$ cat config.mk
export PLATFORM = sky130hd
export DESIGN_NAME = mbus_arbiter
export DESIGN_NICKNAME = d
export VERILOG_FILES = /design/src/rtl/mbus_arbiter.sv
export SDC_FILE = /design/constraint.sdc
export NUM_CORES = 1
export LEC_CHECK = 0
export ABC_CLOCK_PERIOD_IN_PS = 1800
export CAP_MARGIN = 20
export CORE_MARGIN = 2
export CORE_UTILIZATION = 30
export DETAILED_ROUTE_END_ITERATION = 16
export PLACE_DENSITY = 0.73
export REMOVE_ABC_BUFFERS = 1
export SETUP_SLACK_MARGIN = 0.1
export SYNTH_ARGS = -nofsm -noshare
export SYNTH_HDL_FRONTEND = slang
export SYNTH_SLANG_ARGS = --single-unit
$ cat constraint.sdc
create_clock -name clk -period 1.8 [get_ports clk]
set_clock_uncertainty 0.15 [all_clocks]
set_input_delay 0.36 -clock clk [delete_from_list [all_inputs] [get_ports clk]]
set_output_delay 0.36 -clock clk [all_outputs]
set_load 0.005 [all_outputs]
$ cat src/rtl/mbus_arbiter.sv
// Two-master arbiter and sequencer for the shared memory bus: one transfer at a time,
// read data captured after a fixed slave latency, and a one-cycle ack to the owner.
module mbus_arbiter #(
    parameter int WIDTH   = 32,
    parameter int LATENCY = 2,
    parameter int CW      = 4
) (
    input  logic             clk,
    input  logic             reset,
    input  logic             m0_req,
    input  logic [WIDTH-1:0] m0_addr,
    input  logic [WIDTH-1:0] m0_dout,
    input  logic             m0_wen,
    input  logic             m0_lock,
    output logic [WIDTH-1:0] m0_din,
    output logic             m0_ack,
    input  logic             m1_req,
    input  logic [WIDTH-1:0] m1_addr,
    input  logic [WIDTH-1:0] m1_dout,
    input  logic             m1_wen,
    output logic [WIDTH-1:0] m1_din,
    output logic             m1_ack,
    output logic [WIDTH-1:0] s_addr,
    output logic [WIDTH-1:0] s_dout,
    output logic             s_wen,
    input  logic [WIDTH-1:0] s_din,
    output logic [1:0]       gnt
);

    if (LATENCY < 1 || LATENCY >= (1 << CW)) begin : g_latency_check
        $error("mbus_arbiter: LATENCY must lie in [1, 2**CW-1] so the counter never wraps");
    end

    typedef enum logic [1:0] {
        IDLE = 2'd0,
        ACC  = 2'd1,
        DONE = 2'd2
    } state_t;

    localparam logic [CW-1:0] LAST_CNT = CW'(LATENCY - 1);

    state_t           state_q, state_d;
    logic [1:0]       gnt_q, gnt_d;
    logic [CW-1:0]    cnt_q, cnt_d;
    logic             last_q, last_d;
    logic             lock_q, lock_d;
    logic [WIDTH-1:0] m0_din_q, m0_din_d;
    logic [WIDTH-1:0] m1_din_q, m1_din_d;
    logic             m0_ack_q, m0_ack_d;
    logic             m1_ack_q, m1_ack_d;
    logic             sel_wen;

    // gnt_q is non-zero only during ACC, so the bus mux doubles as the idle/done zeroing.
    assign sel_wen = gnt_q[0] ? m0_wen : m1_wen;
    assign s_addr  = gnt_q[0] ? m0_addr : (gnt_q[1] ? m1_addr : '0);
    assign s_dout  = gnt_q[0] ? m0_dout : (gnt_q[1] ? m1_dout : '0);
    assign s_wen   = (gnt_q != 2'b00) && (cnt_q == '0) && sel_wen;

    assign gnt    = gnt_q;
    assign m0_din = m0_din_q;
    assign m1_din = m1_din_q;
    assign m0_ack = m0_ack_q;
    assign m1_ack = m1_ack_q;

    always_comb begin
        // NOTE: every variable gets a default first so no path through the case infers a latch.
        state_d  = state_q;
        gnt_d    = gnt_q;
        cnt_d    = cnt_q;
        last_d   = last_q;
        lock_d   = lock_q;
        m0_din_d = m0_din_q;
        m1_din_d = m1_din_q;
        m0_ack_d = 1'b0;
        m1_ack_d = 1'b0;
        unique case (state_q)
            IDLE: begin
                if (m0_req || m1_req) begin
                    if (lock_q && m0_req)      gnt_d = 2'b01;
                    else if (m0_req && m1_req) gnt_d = last_q ? 2'b01 : 2'b10;
                    else if (m0_req)           gnt_d = 2'b01;
                    else                       gnt_d = 2'b10;
                    cnt_d   = '0;
                    state_d = ACC;
                end
            end
            ACC: begin
                cnt_d = cnt_q + 1'b1;
                if (cnt_q == LAST_CNT) begin
                    if (!sel_wen) begin
                        if (gnt_q[0]) m0_din_d = s_din;
                        else          m1_din_d = s_din;
                    end
                    m0_ack_d = gnt_q[0];
                    m1_ack_d = gnt_q[1];
                    gnt_d    = 2'b00;
                    state_d  = DONE;
                end
            end
            DONE: begin
                // The ack flags identify the master that just finished.
                last_d  = m1_ack_q;
                lock_d  = m0_ack_q && m0_lock;
                state_d = IDLE;
            end
            default: state_d = IDLE;
        endcase
    end

    // NOTE: sequential state uses non-blocking assignments so all flops update together.
    always_ff @(posedge clk or negedge reset) begin
        if (!reset) begin
            state_q  <= IDLE;
            gnt_q    <= 2'b00;
            cnt_q    <= '0;
            last_q   <= 1'b1;
            lock_q   <= 1'b0;
            m0_din_q <= '0;
            m1_din_q <= '0;
            m0_ack_q <= 1'b0;
            m1_ack_q <= 1'b0;
        end else begin
            state_q  <= state_d;
            gnt_q    <= gnt_d;
            cnt_q    <= cnt_d;
            last_q   <= last_d;
            lock_q   <= lock_d;
            m0_din_q <= m0_din_d;
            m1_din_q <= m1_din_d;
            m0_ack_q <= m0_ack_d;
            m1_ack_q <= m1_ack_d;
        end
    end

endmodule

# Word-level counts from Yosys, hierarchy flattened
# Index checks and enable logic that the tools add are counted.
# classes
mux	21
n_bitwise	2
n_reduce_logical	15
add_sub_neg	1
n_eq_ne	5
# op_table
operator	n
32-bit 2-to-1 mux	4
2-bit 2-to-1 mux	8
2-bit case mux with 2 select lines	2
4-bit case mux with 2 select lines	1
4-bit AND reduction	2
1-bit logical AND	5
1-bit 2-to-1 mux	5
4-bit by 1-bit adder with 4-bit output, second input constant	1
4-bit by 1-bit equality test with 1-bit output, second input constant	1
4-bit zero test	1
4-bit 2-to-1 mux	1
2-bit inequality test, second input constant	2
2-bit AND reduction	2
2-bit nonzero test	2
3-bit AND reduction	1
2-bit by 1-bit equality test with 1-bit output, second input constant	1
2-bit equality test, second input constant	1
2-bit zero test	1
1-bit NOT	2
1-bit logical OR	1
# word_totals
wordCells	53
ff_bits	76
output_inout_bits	133

# Logic depth before layout (Yosys ltp)
# logic_depth
word_depth	5
ltp_mapped	6

# Worst setup path before layout
# OpenSTA, ideal clock, no wires.
# synth_timing
kind	reg-to-reg
startpoint	register cnt_q[1]
endpoint	register m0_din_q[10] (netlist: m0_din[10])
path_stages_with_launch	7
setup_slack_ps	-27
period_less_slack_ps	1827
t_arrival_ps	1552
t_required_ps	1525
path_buffers	1
cell_sequence	dfrtp_1 -> inv_1 -> ha_1 -> nor3b_4 -> nand4b_4 -> buf_6 -> mux2_4
# synth_between
elab_chain_len	2
# synth_rtl
element	line	source
start, declared	44	logic [CW-1:0] cnt_q, cnt_d;
start signal, assigned	125	cnt_q <= cnt_d;
4-bit by 1-bit equality test with 1-bit output	89	if (cnt_q == LAST_CNT) begin
4-bit AND reduction (no line)	n/a	
end signal, assigned	128	m0_din_q <= m0_din_d;
end, declared	47	logic [WIDTH-1:0] m0_din_q, m0_din_d;
# No other way between the ends.
# A chain may end at the register's enable or synchronous reset.

# Worst setup path after layout
# layout_timing
startpoint	register gnt_q[1] (netlist: gnt[1])
endpoint	output port s_addr[6]
# layout_between
elab_chain_len	2
# layout_rtl
element	line	source
start, declared	43	logic [1:0] gnt_q, gnt_d;
start signal, assigned	124	gnt_q <= gnt_d;
32-bit 2-to-1 mux (2 in series)	55	assign s_addr = gnt_q[0] ? m0_addr : (gnt_q[1] ? m1_addr : '0);
end, declared	23	output logic [WIDTH-1:0] s_addr,
# No other way between the ends.

==> key figures <==
Pwr
  • Sw Ratio: 32.0%
  • Tot Pwr: roughly 11 mW
  • Clk pwr share: between 10% and 20%
  • Max IR drop VDD: 1010 uV
  • Static Leak: about 4 nW
  • Sw Pwr: 3.59 mW
  • Flop pwr share: a little over a quarter
  • Pwr dens: 1460 nW/um^2
  • Combinational share of power: 58.8%
  • Internal Power: ~7.6 mW

Finish
  • Diode count: 0
  • Fill cell count: 994
  • Reg area: about 1900 sq um
  • Core Util, Final: 63.3%
  • NumNets Final: 789
  • Non-filler cells, final: 791
  • Multi-input gate area: roughly 1800 sq um
  • Share of cells above drive strength 1: ~34%
  • Syn-to-layout area delta: 104%
  • Final instance area: 7660 sq um

Floorplanning
  • Chip width: ~120 um
  • Die footprint: about 13,000 sq um
  • Rows: 40
  • Die height: 116 um
  • IO Count: 300
  • Starting Density: 31.0%
  • Core area: 12,100 sq um

Clock network
  • H-Tree Depth: 3
  • CTS tree: done
  • CTS sink cnt: 76
  • Root buf cell: clkbuf_16
  • CTS buffer count: 9
  • Clock Path Buffers: 2
  • Skew-Pair Late Insertion Delay: 0.33 ns
  • Clock slew at reported path FFs: 0.06 ns

Placement
  • Pre-CTS WS: -0.482 ns
  • Placer Congestion: 0.821
  • Count of input and output buffers: between 200 and 300
  • HPWL after DPL: ~12,000 um
  • DP Area: between 7000 and 8000 sq um
  • Placed insts: 742

Synth
  • Top area cells in the synthesized netlist: dfrtp_1 50%, a22o_1 15%, mux2_4 12%, mux2_2 9.6%, buf_6 1.8%
  • Mapped Cells: 270
  • Count of state elements after synthesis: 76
  • Number of synthesized flops with an enable pin: 0
  • Yosys top cell area share: 50.1%
  • Ys flop type: dfrtp_1
  • Syn Area/Cell: 13.9 sq um
  • List of most frequent post-synthesis cells: 75 x dfrtp_1, 64 x a22o_1, 32 x mux2_2, 30 x mux2_4, 7 x clkbuf_1
  • Synth unique cells: 33
  • FFs w/ async S/R, synth: 100%
  • Seq/Total Area, Yosys: between 50% and 60%
  • Largest area contributor in the netlist: dfrtp_1
  • Top-count cell post-synth: dfrtp_1
  • YS warnings: 0
  • Mapped cell area: 3750 sq um

Global routing
  • GRT Resource Usage Total: 23.4%
  • Global-route wire length before repair: 23,300 um
  • Overflow after GRT: 0
  • Largest net degree at the start of global routing: 29
  • Initial antenna violation count: 0
  • Vias in the first global route: approximately 4.2k

Worst setup path
  • CP delay by family, top: buffers and inverters
  • Critical path's largest stage delay: 0.37 ns
  • Worst Path Required: 1.29 ns
  • Setup crit end kind: primary output
  • WP buf/inv: 3
  • Worst Path Class, Setup: flop to primary output
  • CP Data Arrival Time: 1.59 ns
  • Worst Setup Start Kind: flop
  • Slowest cell on crit path: dfrtp_1
  • Worst-path maximum fanout: 7
  • CP Cell Sequence: nor2b_4 > buf_4 > buf_16 > a22o_1 > dlygate4sd2_1

Route
  • Routed Antenna Nets: 0
  • DR WL met3: between 1500 and 2000 um
  • Met1 WL: 6050 um
  • Metal2 WL: 8580 um
  • Via count: 3,840
  • Avg WL per Cell: about 21 um
  • Initial drt markers: 178
  • Drt via density: 4.85
  • Drt first pass iters: 4
  • Highest Signal Layer: met4
  • Number of remaining DRC errors: 0
  • Total wire length: between 15,000 and 20,000 um

STA
  • Final setup viols: 123
  • Final Max Slew Viols: 0
  • Slew margin rel.: 62.0%
  • Final Critical Period: approximately 2.1 ns
  • RSZ-0062 raised after global routing: true
  • Hold slack final: 0.352 ns
  • Sum Neg Setup Slack: -20.98 ns
  • Final hold vios: 0
  • Worst Max-Slew Pin Slew: 0.570 ns
  • Final Cycle Share: 117%
  • Max Freq: 476 MHz
  • Setup ws final: -0.302 ns

Outcome
  • Failing checks: setup timing
  • Status: complete, but fails checks

Hold path
  • HP Class: flop to flop

Flow run
  • Max Cap Violations: 0
registers in the layout, indices dropped and copies added, names as in the netlist:
name	flops
cnt_q	4
m0_din	32
last_q	1
lock_q	1
m1_din	32
m0_ack	1
gnt	2
state_q	2
m1_ack	1
cells by family after synthesis:
| family | count (synthesis) | share of synthesized area, % |
|---|---|---|
| flops | 76 | 50.8 |
| fa+ha+maj | 3 | 1.00 |
| buf+inv | 27 | 4.01 |
| simple gates | 23 | 4.47 |
| mux | 66 | 22.8 |
| compound gates | 75 | 16.9 |
per-layer routing:
metal	up-vias	global-route usage [%]
met2	197	42.3
li1	1725	-
met4	0	8.02
met1	1894	25.1
met5	-	0
met3	24	8.89
worst paths after layout:
check                             end       from  slack (ns)  cells after the start
setup / recovery            s_addr[6]     gnt[1]       -0.30                      5
hold / removal              m0_din[8]  m0_din[8]        0.35                      1
setup reg to reg           m0_din[12]   cnt_q[1]       -0.21                      8
hold reg to reg             m0_din[8]  m0_din[8]        0.35                      1
max in group asynchronous  m1_din[19]      reset        0.53                      3
min in group asynchronous  m1_din[30]      reset        0.41                      2
cell usage in the layout, fill, tap and decap left out, types with 4 or more instances in the layout:
master	instances
buf_8	4
mux2_4	38
buf_6	15
buf_12	11
buf_4	24
clkbuf_16	11
dlymetal6s2s_1	13
a22o_1	64
buf_2	58
nand2_1	5
clkdlybuf4s50_1	166
inv_1	4
mux2_2	28
dlygate4sd2_1	59
buf_16	5
dfrtp_1	74
final cells by class:
cell class	instances	share of cell area, %
timing repair buffer	360	45.7
multi-input combinational	167	23.0
tap	168	2.74
clock inverter	2	0.131
inverter	5	0.245
clock buffer	13	3.40
sequential	76	24.8
power by group through the flow:
stage	clock, mW	combinational, mW	sequential, mW
after floorplan	0	2.12	3.11
after global placement	0	6.25	2.94
after detailed placement	0	6.33	2.98
after CTS	1.69	6.41	2.97
after global routing	1.76	6.99	3.07
final	1.65	6.59	2.98
repair_timing:
action | in CTS | in global routing
resized for setup | 312 | 53
setup buffers | 16 | 15
hold endpoints to repair | 17 | 0
endpoints found under the setup margin | 184 | 144
gates cloned | 10 | 2
pin swaps | 8 | 5
hold buffers | 1 | 0
(Power assumes the default switching activity.)
